==> config.mk <==
export PLATFORM = sky130hd
export DESIGN_NAME = clkdiv_prog
export DESIGN_NICKNAME = d
export VERILOG_FILES = /design/src/rtl/clkdiv_prog.sv
export SDC_FILE = /design/constraint.sdc
export NUM_CORES = 1
export LEC_CHECK = 0
export BUFFER_PORTS_ARGS = -buffer_cell sky130_fd_sc_hd__clkbuf_2
export CAP_MARGIN = 40
export CORE_ASPECT_RATIO = 0.75
export CORE_UTILIZATION = 67
export CTS_BUF_LIST = sky130_fd_sc_hd__clkbuf_4
export DETAILED_ROUTE_END_ITERATION = 7
export GPL_TIMING_DRIVEN = 0
export PLACE_DENSITY = 0.93
export SYNTH_ARGS = -nofsm -noshare
export SYNTH_HDL_FRONTEND = slang
export SYNTH_SLANG_ARGS = --single-unit
==> constraint.sdc <==
create_clock -name clk_in -period 9.7 [get_ports clk_in]
set_input_delay 0.97 -clock clk_in [delete_from_list [all_inputs] [get_ports clk_in]]
set_output_delay 0.97 -clock clk_in [all_outputs]
set_load 0.05 [all_outputs]
==> src/rtl/clkdiv_prog.sv <==
// Programmable 50%-duty clock divider with tick strobe, glitch-free divisor reload
// and a single-step mode that emits exactly one output period per request.
module clkdiv_prog #(
    parameter int CNT_W       = 20,
    parameter int DEFAULT_DIV = 500000,
    parameter bit BYPASS      = 1'b0
) (
    input  logic             clk_in,
    input  logic             rst_n,
    input  logic             en,
    input  logic             step_mode,
    input  logic             step,
    input  logic             div_load,
    input  logic [CNT_W-1:0] div_val,
    output logic             clk_out,
    output logic             tick,
    output logic             step_busy
);

    typedef enum logic {
        S_IDLE = 1'b0,
        S_RUN  = 1'b1
    } state_e;

    state_e           state_q;
    logic [CNT_W-1:0] cnt_q;
    logic [CNT_W-1:0] div_q;
    logic [CNT_W-1:0] pend_val_q;
    logic             pend_q;
    logic             clk_q;
    logic             tick_q;
    logic             step_q;

    logic [CNT_W-1:0] h_m1;
    logic             busy;
    logic             active;
    logic             term;
    logic             start;

    // A stored divisor of zero behaves as one, so the terminal count is never below zero.
    assign h_m1   = (div_q == '0) ? '0 : div_q - CNT_W'(1);
    assign busy   = (state_q == S_RUN);
    // A high half-period always completes, even if single-step is requested mid-phase.
    assign active = en & (~step_mode | busy | clk_q);
    assign term   = active & (cnt_q == h_m1);
    assign start  = (state_q == S_IDLE) & step & ~step_q & step_mode & en & ~clk_q;

    // NOTE: all state updates use non-blocking assignments so every register
    // samples the same pre-edge values regardless of statement order.
    always_ff @(posedge clk_in or negedge rst_n) begin
        if (!rst_n) begin
            state_q    <= S_IDLE;
            cnt_q      <= '0;
            div_q      <= CNT_W'(DEFAULT_DIV);
            pend_val_q <= '0;
            pend_q     <= 1'b0;
            clk_q      <= 1'b0;
            tick_q     <= 1'b0;
            step_q     <= 1'b0;
        end else begin
            step_q <= step;
            tick_q <= term & ~clk_q;

            if (active) begin
                if (term) begin
                    cnt_q <= '0;
                    clk_q <= ~clk_q;
                    // Falling edge closes a period: the only safe point to swap divisors.
                    if (clk_q) begin
                        if (pend_q) begin
                            div_q  <= pend_val_q;
                            pend_q <= 1'b0;
                        end
                        if (state_q == S_RUN) begin
                            state_q <= S_IDLE;
                        end
                    end
                end else begin
                    cnt_q <= cnt_q + CNT_W'(1);
                end
            end else begin
                if (pend_q) begin
                    div_q  <= pend_val_q;
                    pend_q <= 1'b0;
                    cnt_q  <= '0;
                end
                if (start) begin
                    state_q <= S_RUN;
                    cnt_q   <= '0;
                end
            end

            // A fresh load overrides any transfer-clear above and stays pending.
            if (div_load) begin
                pend_val_q <= div_val;
                pend_q     <= 1'b1;
            end
        end
    end

    generate
        if (BYPASS) begin : g_bypass
            assign clk_out   = clk_in;
            assign tick      = 1'b1;
            assign step_busy = 1'b0;
        end else begin : g_div
            assign clk_out   = clk_q;
            assign tick      = tick_q;
            assign step_busy = busy;
        end
    endgenerate

endmodule
# Yosys cells after proc, flatten, opt, wreduce, memory -nomap -nowiden
# Cells that the tools add are included.
# totals
ff_bits	65
input_bits	26
out_inout_bits	3
# op_classes
addsub	2
n_eq_ne	5
muxes	15
bitwise	14
reduce_logical	7
# ops
cell	n
20-bit 2-to-1 mux	9
20-bit by 1-bit adder with 20-bit output (second input constant)	1
20-bit equality test	1
20-bit zero test	1
20-bit by 1-bit subtractor with 20-bit output (second input constant)	1
1-bit bitwise AND	8
1-bit 2-to-1 mux	6
2-bit AND reduction	3
1-bit inverter	4
3-bit by 2-bit != test with 1-bit output (second input constant)	1
3-bit != test (second input constant)	1
3-bit AND reduction	1
3-bit nonzero test	1
2-bit by 1-bit != test with 1-bit output (second input constant)	1
2-bit != test (second input constant)	1
1-bit bitwise OR	2
2-bit nonzero test	1

# Longest topological paths before layout
# Gate-level depths: netlist (run 1).
# logic_depth
depth_word	8
ltp_mapped	13
ltp_nobuf	11

# Least setup slack after synthesis (run 1)
# OpenSTA, ideal clock, no wires.
# synth_timing
path_type	reg-to-reg
start	reg div_q[3]
end	reg div_q[10]
t_arrival_ns	2.981
path_slack_ns	6.591
stages_incl_launch_ff	11
path_buffers	2
synth_period_minus_slack_ns	3.109
path_cell_list	dfrtp_1 -> clkbuf_1 -> or4_4 -> nor4_2 -> mux2i_1 -> o22ai_1 -> a2111oi_2 -> o2111a_2 -> a32oi_2 -> buf_6 -> mux2_1
# synth_via
elab_chain_cells	6
elab_cells_between_ends	7
# synth_lines
element	line	source
start: declaration	27	logic [CNT_W-1:0] div_q;
start signal: assignment	54	div_q <= CNT_W'(DEFAULT_DIV);
start signal: assignment	71	div_q <= pend_val_q;
start signal: assignment	83	div_q <= pend_val_q;
20-bit by 1-bit subtractor with 20-bit output / 20-bit zero test (equally long branches)	41	assign h_m1 = (div_q == '0) ? '0 : div_q - CNT_W'(1);
20-bit 2-to-1 mux (*)	41	
20-bit equality test (*)	45	assign term = active & (cnt_q == h_m1);
1-bit bitwise AND (*)	45	
2-bit by 1-bit != test with 1-bit output (no line) (*)	-	
2-bit AND reduction (no line) (*)	-	
# Mark *: on every way between the ends. The rest lies on a longest branch, timed or not.
# A chain may end at the register's enable or synchronous reset.

# Worst setup path after layout (run 1)
# layout_timing
start	reg div_q[19]
end	reg div_q[6]
# Same word-level chain as after synthesis.

==> results of run 1 <==
## worst max-delay path, cell delays in order (launching register included)
cell and delay (ns):
sky130_fd_sc_hd__dfrtp_1 0.44, sky130_fd_sc_hd__nor3_1 0.78, sky130_fd_sc_hd__nand3_1 0.39, sky130_fd_sc_hd__nor2_1 0.53, sky130_fd_sc_hd__nor4b_1 0.12, sky130_fd_sc_hd__nor3_1 0.52, sky130_fd_sc_hd__nor4_4 0.16, sky130_fd_sc_hd__a32oi_2 0.32
sky130_fd_sc_hd__buf_6 0.21, sky130_fd_sc_hd__mux2_1 0.34
## stage by stage
stage,utilization,hold slack [ns],instances
after floorplan,-,0.454,387
after global placement,0.757,0.465,490
after detailed placement,0.762,0.477,492
after CTS,0.787,0.486,508
after global routing,0.787,0.493,508
final,0.787,0.476,508
## cells by family after synthesis
group,Yosys count
buffers and inverters,27
xor gates and xnor gates,35
AOI/OAI and AO/OA,54
DFF,65
muxes,46
and+or+nand+nor,158
adders and majority gates,2
## state kept, by name (all words and copies together), names as in the netlist
name        flops
pend_q          1
step_q          1
pend_val_q     20
clk_out         1
step_busy       1
tick            1
div_q          20
cnt_q          20
## layout by cell type, fill, tap and decap left out, types with 8 or more instances in the layout
| cell type | n |
|---|---|
| sky130_fd_sc_hd__and3_1 | 8 |
| sky130_fd_sc_hd__clkbuf_1 | 11 |
| sky130_fd_sc_hd__clkbuf_2 | 27 |
| sky130_fd_sc_hd__clkbuf_4 | 10 |
| sky130_fd_sc_hd__dfrtp_1 | 58 |
| sky130_fd_sc_hd__mux2_1 | 20 |
| sky130_fd_sc_hd__mux2_2 | 20 |
| sky130_fd_sc_hd__nand2_1 | 26 |
| sky130_fd_sc_hd__nand3_1 | 12 |
| sky130_fd_sc_hd__nand4_1 | 9 |
| sky130_fd_sc_hd__nor2_1 | 46 |
| sky130_fd_sc_hd__xnor2_1 | 19 |
| sky130_fd_sc_hd__xor2_1 | 15 |
## path summary, 6_finish.rpt
kind | cells after the start | endpoint
max | 9 | div_q[6]
min | 1 | div_q[2]
max reg2reg | 9 | div_q[6]
min reg2reg | 1 | div_q[12]
max in group asynchronous | 2 | div_q[16]
min in group clk_in | 1 | div_q[12]
## cells in the mapped netlist, types with 6 or more instances
library cell	n	area share
sky130_fd_sc_hd__inv_1	7	0.0067
sky130_fd_sc_hd__mux2_1	20	0.057
sky130_fd_sc_hd__nand2b_1	7	0.011
sky130_fd_sc_hd__or3_1	7	0.011
sky130_fd_sc_hd__xnor2_1	19	0.042
sky130_fd_sc_hd__dfrtp_1	58	0.37
sky130_fd_sc_hd__nand4_1	9	0.014
sky130_fd_sc_hd__nor4_1	7	0.011
sky130_fd_sc_hd__a21oi_1	6	0.0077
sky130_fd_sc_hd__nand2_1	26	0.025
sky130_fd_sc_hd__xor2_1	15	0.033
sky130_fd_sc_hd__nor3_1	7	0.0089
sky130_fd_sc_hd__o21ai_0	6	0.0077
sky130_fd_sc_hd__and3_1	8	0.013
sky130_fd_sc_hd__clkbuf_1	11	0.011
sky130_fd_sc_hd__nand3_1	12	0.015
sky130_fd_sc_hd__nor2_1	46	0.044
sky130_fd_sc_hd__dfstp_2	7	0.047
sky130_fd_sc_hd__mux2_2	20	0.057
sky130_fd_sc_hd__mux2i_1	6	0.015
## routing by layer
layer,wire length [um],part of all wire,global-route usage,vias up
li1,-,-,-,1501
met1,4100,0.44,0.438,1628
met2,4370,0.46,0.538,159
met3,779,0.083,0.0711,22
met4,170,0.018,0.135,0
met5,0,0,0,-
## area by class of cell
class / instances / area, um^2
buffer: 20 / 100
clock buffer: 9 / 67.6
clock inverter: 7 / 70.1
fill: 371 / 1170
inverter: 7 / 26.3
multi-input combinational: 295 / 2160
sequential: 65 / 1640
tap: 75 / 93.8
timing repair buffer: 30 / 168
## power by group through the flow
stage	sequential, mW	clock (mW)	combinational (mW)
floorplan	0.332	0	0.132
global placement	0.338	0	0.167
detailed placement	0.341	0	0.176
CTS	0.336	0.183	0.177
global route	0.341	0.193	0.196
finish	0.337	0.181	0.180
==> qor_table.md, run 1 <==
| Parameter | Reported | Unit |
| --- | --- | --- |
| Outcome | finished clean | - |
| Share of cells above drive strength 1 | 0.217 | - |
| Antenna-violating nets left | 0 | - |
| Max_slew headroom | 0.364 | - |
| Drt total wl | 9.43 | mm |
| Internal Dissipation | 0.459 | mW |
| Post-synthesis share of cell area spent on xor and xnor gates | 0.0816 | - |
| Clock insertion delay at the later pin of the skew report | 0.42 | ns |
| Synth Flop Type | sky130_fd_sc_hd__dfrtp_1 | - |
| Setup violation total in the final timing report | 0 | - |
| Mux share of post-synthesis cell area | 0.130 | - |
| Count of mapped cells out of synthesis | 387 | - |
| Detailed Place HPWL | 7.12 | mm |
| Overall global routing resource usage | 0.330 | - |
| Fin crit share | 0.405 | - |
| Design Area, Final | 4320 | um^2 |
| Hold Buf Count CTS | 0 | - |
| Main combinational cell family by area after synthesis | simple AND/OR/NAND/NOR gates | - |
| Critical R2R Launch | div_q[19] | - |
| Number of buffers created by CTS | 9 | - |
| Fraction of registers with async set or reset after synthesis | 1.00 | - |
| YS warnings | 0 | - |
| Overall die width | 90.4 | um |
| Max Buffers Root-to-Sink | 2 | - |
| Sequential share of power | 0.483 | - |
| Final Critical Period | 3.93 | ns |
| Placement-stage worst setup slack | 5.99 | ns |
| DR pass1 iterations | 5 | - |
| Total via count after detailed routing | 3,310 | - |
| Standard-cell row count | 23 | - |
| Max Freq | 255 | MHz |
| Core footprint | 5500 | um^2 |
| Clock power share | 0.259 | - |
| Worst-case register-to-register setup slack | 5.77 | ns |
| Number of slew-limit violations in the final report | 0 | - |
| CP Launch Type | flip-flop | - |
| Cell Area, Placed | 4190 | um^2 |
| Pwr per Cell Area | 161 | nW/um^2 |
| Clock skew | 0.00961 | ns |
| Syn Nets | 415 | - |
| Classification of the worst setup path | flip-flop to flip-flop | - |
| Final antenna diode count | 0 | - |
| First-pass GRT wire length | 15.4 | mm |
| Net Sw Frac | 0.342 | - |
| Type of destination of the critical path | flip-flop | - |
| Kind of path behind the tightest hold check | primary input to async pin | - |
| Maximum number of pins on one net before global-route repair | 39 | - |
| DIE AREA | 6170 | um^2 |
| Number of synthesized register bits | 65 | - |
| Initial Util | 0.714 | - |
| Layout area overhead | 10.2 | % |
| Chip Height | 68.3 | um |
| Number of gates resized after CTS | 0 | - |
| VDD IR-drop max | 105 | uV |
| Setup repair bufs after CTS | 0 | - |
| Post-Syn Area | 3930 | um^2 |
| Mean Syn Cell Area | 10.1 | um^2 |
| Congestion Overflow GR | 0 | - |
| Transition time at the pin with the least slew margin | 0.947 | ns |
| CTS H-Tree Depth | 3 | - |
| Mean routed wirelength per cell | 18.6 | um |
| Post-synthesis share of cell area spent on full adders, half adders and majority gates | 0.00638 | - |
| Clk slew on worst S/H paths | 0.11 | ns |
| Number of nets in the layout | 456 | - |
| Vias/cell | 6.52 | - |
| Tot Pwr | 0.698 | mW |
| Part of the power in combinational logic | 0.258 | - |
| Number of DRC violations after detailed-routing iteration 0 | 366 | - |
| Antenna violations before repair | 0 | - |
| Worst setup path startpoint | div_q[19] | - |
| Highest fanout seen on the critical path | 10 | - |
| RSZ-0062 raised after global routing | no | - |
| Number of distinct standard cells referenced by the synthesized netlist | 66 | - |
| Number of max-cap violations | 0 | - |
| Worst endpoint required time | 10.01 | ns |
| Count of unresolved DRC violations after routing | 0 | - |
| Number of flops mapped to enable cells by yosys | 0 | - |
| Leakage | 1.74 | nW |
| Final setup margin | 5.77 | ns |
| Cell at the root of the clock tree | sky130_fd_sc_hd__clkbuf_4 | - |
| Final hold violation count | 0 | - |
| Worst EP arrival | 4.24 | ns |
| Setup TNS | 0 | ns |
| Number of placed I/O pins | 29 | - |
| Area fraction in and, or, nand and nor cells after synthesis | 0.227 | - |
| Port Buffer Count | 28 | - |
| Fraction of the yosys area taken by sequential cells | 0.417 | - |
| Compound-gate portion of the synthesized area | 0.106 | - |
| Clock sinks | 65 | - |
| Placer Congestion | 0.915 | - |
| Number of global-route vias before repair | 3,148 | - |
| Clock tree from TritonCTS | done | - |
| Net load switching power | 0.239 | mW |
Note: power is estimated with default switching activity, not from simulation.
==> inputs of run 2 (changes only) <==
--- a/config.mk
+++ b/config.mk
@@ -8,11 +8,11 @@
 export BUFFER_PORTS_ARGS = -buffer_cell sky130_fd_sc_hd__clkbuf_2
 export CAP_MARGIN = 40
 export CORE_ASPECT_RATIO = 0.75
-export CORE_UTILIZATION = 67
+export CORE_UTILIZATION = 63
 export CTS_BUF_LIST = sky130_fd_sc_hd__clkbuf_4
 export DETAILED_ROUTE_END_ITERATION = 7
 export GPL_TIMING_DRIVEN = 0
-export PLACE_DENSITY = 0.93
+export PLACE_DENSITY = 0.89
 export SYNTH_ARGS = -nofsm -noshare
 export SYNTH_HDL_FRONTEND = slang
 export SYNTH_SLANG_ARGS = --single-unit
==> constraint.sdc (replaced) <==
create_clock -name clk_in -period 3.9 [get_ports clk_in]
set_input_delay 0.39 -clock clk_in [delete_from_list [all_inputs] [get_ports clk_in]]
set_output_delay 0.39 -clock clk_in [all_outputs]
set_load 0.05 [all_outputs]
==> qor_table.md, run 2 (synthesized netlist as in run 1, its figures left out) <==
| Parameter | Reported | Unit |
| --- | --- | --- |
| Leakage | 1.77 | nW |
| Port Buffer Count | 28 | - |
| Cell at the slowest stage of the critical path | sky130_fd_sc_hd__nor4_1 | - |
| Max stage delay on crit path | 0.72 | ns |
| Largest registers | cnt_q (20), div_q (20), pend_val_q (20) | - |
| Initial Util | 0.663 | - |
| Standard-cell row count | 24 | - |
| Detailed Place HPWL | 7.06 | mm |
| Clock power share | 0.298 | - |
| Final Critical Period | 3.65 | ns |
| Drt total wl | 9.30 | mm |
| Overall die width | 93.1 | um |
| Cell chain of the critical path | nor4_1 -> nand3_1 -> or3_1 -> a211o_1 -> and4_1 -> o2111a_2 -> a32oi_2 -> buf_6 -> mux2_1 | - |
| Type of destination of the critical path | flip-flop | - |
| Max Freq | 274 | MHz |
| CTS H-Tree Depth | 3 | - |
| Sequential share of power | 0.457 | - |
| Antenna-violating nets left | 0 | - |
| Fin crit share | 0.936 | - |
| Setup TNS | 0 | ns |
| Cell Area, Placed | 4190 | um^2 |
| Top library cells by usage in the layout, fill and taps aside | 58 x sky130_fd_sc_hd__dfrtp_1, 45 x sky130_fd_sc_hd__nor2_1, 27 x sky130_fd_sc_hd__clkbuf_2 | - |
| Number of nets in the layout | 457 | - |
| Met2 global-route usage | 0.470 | - |
| Clock insertion delay at the later pin of the skew report | 0.43 | ns |
| Maximum number of pins on one net before global-route repair | 35 | - |
| Pwr per Cell Area | 418 | nW/um^2 |
| Number of placed I/O pins | 29 | - |
| RSZ-0062 raised after global routing | no | - |
| CP Launch Type | flip-flop | - |
| Part of the power in combinational logic | 0.245 | - |
| Layout area overhead | 11.5 | % |
| Mean routed wirelength per cell | 18.2 | um |
| Outcome | finished clean | - |
| Net load switching power | 0.613 | mW |
| Clk slew on worst S/H paths | 0.12 | ns |
| Worst endpoint required time | 4.21 | ns |
| Setup repair bufs after CTS | 0 | - |
| Net Sw Frac | 0.335 | - |
| Design Area, Final | 4380 | um^2 |
| Internal Dissipation | 1.22 | mW |
| Most common library cell in the layout ignoring fill and taps | sky130_fd_sc_hd__dfrtp_1 | - |
| Number of slew-limit violations in the final report | 0 | - |
| Max Buffers Root-to-Sink | 2 | - |
| First-pass GRT wire length | 15.7 | mm |
| Clock sinks | 65 | - |
| Cell at the root of the clock tree | sky130_fd_sc_hd__clkbuf_4 | - |
| GR met3 Demand/Resource | 0.0686 | - |
| Placement-stage worst setup slack | 0.114 | ns |
| Core footprint | 5920 | um^2 |
| Transition time at the pin with the least slew margin | 0.775 | ns |
| Clock tree from TritonCTS | done | - |
| Vias/cell | 6.31 | - |
| Count of unresolved DRC violations after routing | 0 | - |
| Final antenna diode count | 0 | - |
| Congestion Overflow GR | 0 | - |
| Share of cells above drive strength 1 | 0.224 | - |
| Kind of path behind the tightest hold check | primary input to flip-flop | - |
| Met1 Track Usage GR | 0.459 | - |
| Classification of the worst setup path | flip-flop to flip-flop | - |
| Worst EP arrival | 3.96 | ns |
| VDD IR-drop max | 399 | uV |
| Clock skew | 0.0133 | ns |
| Number of max-cap violations | 0 | - |
| Antenna violations before repair | 0 | - |
| DR pass1 iterations | 5 | - |
| Placer Congestion | 0.945 | - |
| Setup violation total in the final timing report | 0 | - |
| Tot Pwr | 1.83 | mW |
| Highest fanout seen on the critical path | 10 | - |
| Final hold violation count | 0 | - |
| Chip Height | 70.4 | um |
| Number of global-route vias before repair | 3,150 | - |
| DIE AREA | 6550 | um^2 |
| Number of buffers created by CTS | 9 | - |
| Final setup margin | 0.248 | ns |
| Max_slew headroom | 0.478 | - |
| Total via count after detailed routing | 3,232 | - |
| Global routing's busiest layer | met2 | - |
| Overall global routing resource usage | 0.316 | - |
| Number of DRC violations after detailed-routing iteration 0 | 369 | - |
## run 2: cell count changes in the layout (fill, tap and decap cells not counted), sizes merged
| cell | previous run | this run |
|---|---|---|
| clkinvlp | 3 | 1 |
| bufinv | 1 | 2 |
| dlygate4sd3 | 0 | 1 |
| inv | 8 | 9 |
## run 2: path summary, 6_finish.rpt
path | slack, ns | cells after the start | end | from
max | 0.25 | 9 | div_q[6] | div_q[0]
min | 0.08 | 1 | step_q | step
max reg2reg | 0.25 | 9 | div_q[6] | div_q[0]
min reg2reg | 0.50 | 1 | div_q[15] | pend_val_q[15]
max in group asynchronous | 2.83 | 3 | div_q[13] | rst_n
min in group asynchronous | 0.46 | 2 | pend_val_q[3] | rst_n
## run 2: area by class of cell
class / instances / area (um^2)
timing repair buffer: 31 / 178
tap: 78 / 97.6
clock buffer: 9 / 67.6
buffer: 20 / 100
sequential: 65 / 1640
inverter: 7 / 26.3
fill: 435 / 1540
multi-input combinational: 295 / 2170
clock inverter: 7 / 103
## run 2: metal layers
layer,part of all wire,wire length (um),vias to the layer above
met4,0.017,155,0
met3,0.061,565,22
met2,0.45,4180,119
li1,-,-,1505
met5,0,0,-
met1,0.47,4400,1586
## run 2: worst max-delay path: cells and delay by family (launching register included)
kind                   cells  cell delay (ns)
AO/OA/AOI/OAI              3             0.82
buffers and inverters      1             0.22
flip-flops                 1             0.48
multiplexers               1             0.35
AND/OR/NAND/NOR            4             1.65
## run 2: power groups by stage
stage                     Combinational [mW]  Clock [mW]  Sequential, mW
after floorplan                        0.327           0           0.826
final                                  0.448       0.545           0.836
after global placement                 0.417           0           0.843
after detailed placement               0.438           0           0.848
after CTS                              0.441       0.552           0.835
after global routing                   0.489       0.579           0.848
## run 2: repair_timing
item,in CTS,in global routing
hold buffers,1,0
endpoints found under the setup margin,0,30
resized for setup,0,2
endpoints found under the hold margin,26,0
## run 2: through the flow
stage	hold WS (ns)	std cells	utilization
global placement	0.462	493	0.704
floorplan	0.0944	387	-
finish	0.0755	512	0.740
global route	0.0573	512	0.740
CTS	0.0645	512	0.739
detailed placement	0.390	495	0.708
==> inputs of run 3 (changes only) <==
--- a/config.mk
+++ b/config.mk
@@ -5,6 +5,7 @@
 export SDC_FILE = /design/constraint.sdc
 export NUM_CORES = 1
 export LEC_CHECK = 0
+export ABC_AREA = 1
 export BUFFER_PORTS_ARGS = -buffer_cell sky130_fd_sc_hd__clkbuf_2
 export CAP_MARGIN = 40
 export CORE_ASPECT_RATIO = 0.75
==> qor_table.md, run 3 <==
| Parameter | Reported | Unit |
| --- | --- | --- |
| Outcome | finished clean | - |
| Placer Congestion | 0.960 | - |
| Clock skew | 0.0283 | ns |
| Detailed Place HPWL | 7.23 | mm |
| Syn Nets | 609 | - |
| Area fraction in and, or, nand and nor cells after synthesis | 0.441 | - |
| Synth top area share | 0.363 | - |
| Final Critical Period | 3.00 | ns |
| Final antenna diode count | 0 | - |
| First-pass GRT wire length | 16.5 | mm |
| Overall global routing resource usage | 0.322 | - |
| Share of the core filled with cells | 0.742 | - |
| Number of global-route vias before repair | 3,713 | - |
| Cell chain of the critical path | inv_1 -> ha_1 -> nand2_2 -> nor2_4 -> nand3_2 -> buf_6 -> buf_6 -> nand3_1 -> nand2_1 -> nor2_1 -> nand2_1 -> nor2_2 -> nand3_2 -> nand2_4 -> nand2_2 -> clkinv_2 -> buf_6 -> nor2_2 | - |
| Initial Util | 0.669 | - |
| Hold Startpoint | step | - |
| Congestion Overflow GR | 0 | - |
| Classification of the worst setup path | flip-flop to flip-flop | - |
| CP most frequent cell | sky130_fd_sc_hd__buf_6 | - |
| Max_slew headroom | 0.706 | - |
| Non-filler instance count after layout | 705 | - |
| Setup repair bufs after CTS | 0 | - |
| Drt total wl | 9.43 | mm |
| Mux share of post-synthesis cell area | 0 | - |
| Post-synthesis share of cell area spent on full adders, half adders and majority gates | 0.00626 | - |
| Vias/cell | 5.40 | - |
| Fraction of registers with async set or reset after synthesis | 1.00 | - |
| Chip Height | 71.0 | um |
| DR pass1 iterations | 5 | - |
| YS warnings | 0 | - |
| Cell types with the largest area share after synthesis | sky130_fd_sc_hd__dfrtp_1 36%, sky130_fd_sc_hd__nand2_1 22%, sky130_fd_sc_hd__nor2_1 6.0% | - |
| Setup TNS | 0 | ns |
| CTS H-Tree Depth | 3 | - |
| Port Buffer Count | 28 | - |
| Number of buffers created by CTS | 9 | - |
| Compound-gate portion of the synthesized area | 0.0188 | - |
| Number of placed I/O pins | 29 | - |
| Fraction of the yosys area taken by sequential cells | 0.409 | - |
| Clock sinks | 65 | - |
| Kind of path behind the tightest hold check | primary input to flip-flop | - |
| Overall die width | 94.0 | um |
| Clk slew on worst S/H paths | 0.14 | ns |
| Leakage | 2.30 | nW |
| Worst EP arrival | 3.32 | ns |
| Antenna violations before repair | 0 | - |
| Share of cells above drive strength 1 | 0.134 | - |
| CP Launch Type | flip-flop | - |
| Layout area overhead | 11.0 | % |
| Critical R2R Launch | div_q[0] | - |
| Endpoint of the lowest-slack register-to-register path | cnt_q[11] | - |
| VDD IR-drop max | 281 | uV |
| Antenna-violating nets left | 0 | - |
| Main combinational cell family by area after synthesis | simple AND/OR/NAND/NOR gates | - |
| RSZ-0062 raised after global routing | no | - |
| Number of placed instances with taps included | 688 | - |
| Clock tree from TritonCTS | done | - |
| Post-synthesis share of cell area spent on xor and xnor gates | 0.0373 | - |
| Max Buffers Root-to-Sink | 2 | - |
| Mean Syn Cell Area | 6.88 | um^2 |
| Type of destination of the critical path | flip-flop | - |
| Top cell types by occurrence after synthesis | 230 x sky130_fd_sc_hd__nand2_1, 64 x sky130_fd_sc_hd__nor2_1, 61 x sky130_fd_sc_hd__inv_1 | - |
| Max stage delay on crit path | 0.40 | ns |
| Most common cell in the synthesized netlist | sky130_fd_sc_hd__nand2_1 | - |
| Number of DRC violations after detailed-routing iteration 0 | 257 | - |
| Maximum number of pins on one net before global-route repair | 39 | - |
| Number of slew-limit violations in the final report | 0 | - |
| Worst endpoint required time | 4.22 | ns |
| Hold Path Stages | 1 | - |
| Total via count after detailed routing | 3,810 | - |
| Standard-cell row count | 24 | - |
| Worst-case register-to-register setup slack | 0.90 | ns |
| Clock insertion delay at the later pin of the skew report | 0.44 | ns |
| Number of flops mapped to enable cells by yosys | 0 | - |
| Top library cells by usage in the layout, fill and taps aside | 230 x sky130_fd_sc_hd__nand2_1, 64 x sky130_fd_sc_hd__nor2_1, 61 x sky130_fd_sc_hd__inv_1 | - |
| Largest area contributor in the netlist | sky130_fd_sc_hd__dfrtp_1 | - |
| Count of mapped cells out of synthesis | 581 | - |
| Max Freq | 333 | MHz |
| Reg2Reg Depth | 18 | - |
| Number of max-cap violations | 0 | - |
| Pwr per Cell Area | 457 | nW/um^2 |
| Number of gates resized after CTS | 0 | - |
| Highest fanout seen on the critical path | 10 | - |
| Cell at the root of the clock tree | sky130_fd_sc_hd__clkbuf_4 | - |
| Transition time at the pin with the least slew margin | 0.442 | ns |
| Count of unresolved DRC violations after routing | 0 | - |
| Core footprint | 5980 | um^2 |
| Synth Flop Type | sky130_fd_sc_hd__dfrtp_1 | - |
| Post-Syn Area | 4000 | um^2 |
| Worst Hold Endpoint | step_q | - |
| DIE AREA | 6670 | um^2 |
| Number of synthesized register bits | 65 | - |
| Fin crit share | 0.770 | - |
| Number of distinct standard cells referenced by the synthesized netlist | 24 | - |
| Final hold violation count | 0 | - |
| Setup violation total in the final timing report | 0 | - |
| Number of nets in the layout | 650 | - |
| Cell at the slowest stage of the critical path | sky130_fd_sc_hd__dfrtp_1 | - |
| Largest registers | cnt_q (20), div_q (20), pend_val_q (20) | - |
| Mean routed wirelength per cell | 13.4 | um |
| Most common library cell in the layout ignoring fill and taps | sky130_fd_sc_hd__nand2_1 | - |
run 3: how the worst max path moves through the flow:
stage | start | to | slack, ns | cells past startpoint
detailed placement | div_q[0] | cnt_q[19] | 1.03 | 18
global route | div_q[0] | cnt_q[9] | 0.65 | 18
CTS | div_q[0] | cnt_q[10] | 0.97 | 18
floorplan | clk_out | cnt_q[17] | 1.57 | 14
global placement | div_q[0] | cnt_q[19] | 1.10 | 18
finish | div_q[0] | cnt_q[11] | 0.90 | 18
run 3: through the flow:
stage               power, mW  setup WS [ns]  hold slack (ns)  area [um^2]
finish                   2.03          0.898           0.0796         4430
global route             2.17          0.648           0.0612         4430
CTS                      2.02          0.965           0.0660         4430
detailed placement       1.49           1.03            0.369         4260
global placement         1.45           1.10            0.457         4230
floorplan                1.32           1.57           0.0944         4000
run 3: per-layer routing:
metal / GRT usage / up-vias / wire, um
met5: 0 / - / 0
met4: 0.101 / 0 / 162
met3: 0.0806 / 20 / 814
met2: 0.515 / 142 / 4240
met1: 0.432 / 1739 / 4210
li1: - / 1909 / -
run 3: report_power, final:
| part | switching [mW] | leakage [nW] | total [mW] | internal, mW |
|---|---|---|---|---|
| registers | 0.0839 | 0.818 | 0.847 | 0.763 |
| logic | 0.427 | 1.40 | 0.643 | 0.216 |
| clock network | 0.267 | 0.0832 | 0.537 | 0.270 |
| total | 0.777 | 2.30 | 2.03 | 1.25 |
run 3: kinds of logic (layout without fill, tap and decap cells):
family                   after synthesis  after routing
AND/OR/NAND/NOR                      403            403
adder cells (fa/ha/maj)                2              2
buffers and inverters                 79            125
XOR/XNOR                              17             17
flip-flops                            65             65
AO/OA/AOI/OAI                         15             15
run 3: layout make-up:
type / instances / area [um^2]
Tap cell: 78 / 97.6
Inverter: 62 / 234
Timing Repair Buffer: 30 / 173
Sequential cell: 65 / 1640
Buffer: 17 / 118
Multi-Input combinational cell: 437 / 2010
Clock buffer: 10 / 75.1
Fill cell: 485 / 1540
Clock inverter: 6 / 92.6
run 3: repair_timing:
item	4_1_cts	5_1_grt
hold endpoints to repair	26	0
hold buffers	1	0
setup endpoints to repair	0	0
run 3: critical path, delay by kind of cell, from the launching register on:
kind | cells | cell delay, ns
simple gates | 12 | 1.47
buf+inv | 5 | 0.74
flops | 1 | 0.40
fa+ha+maj | 1 | 0.24
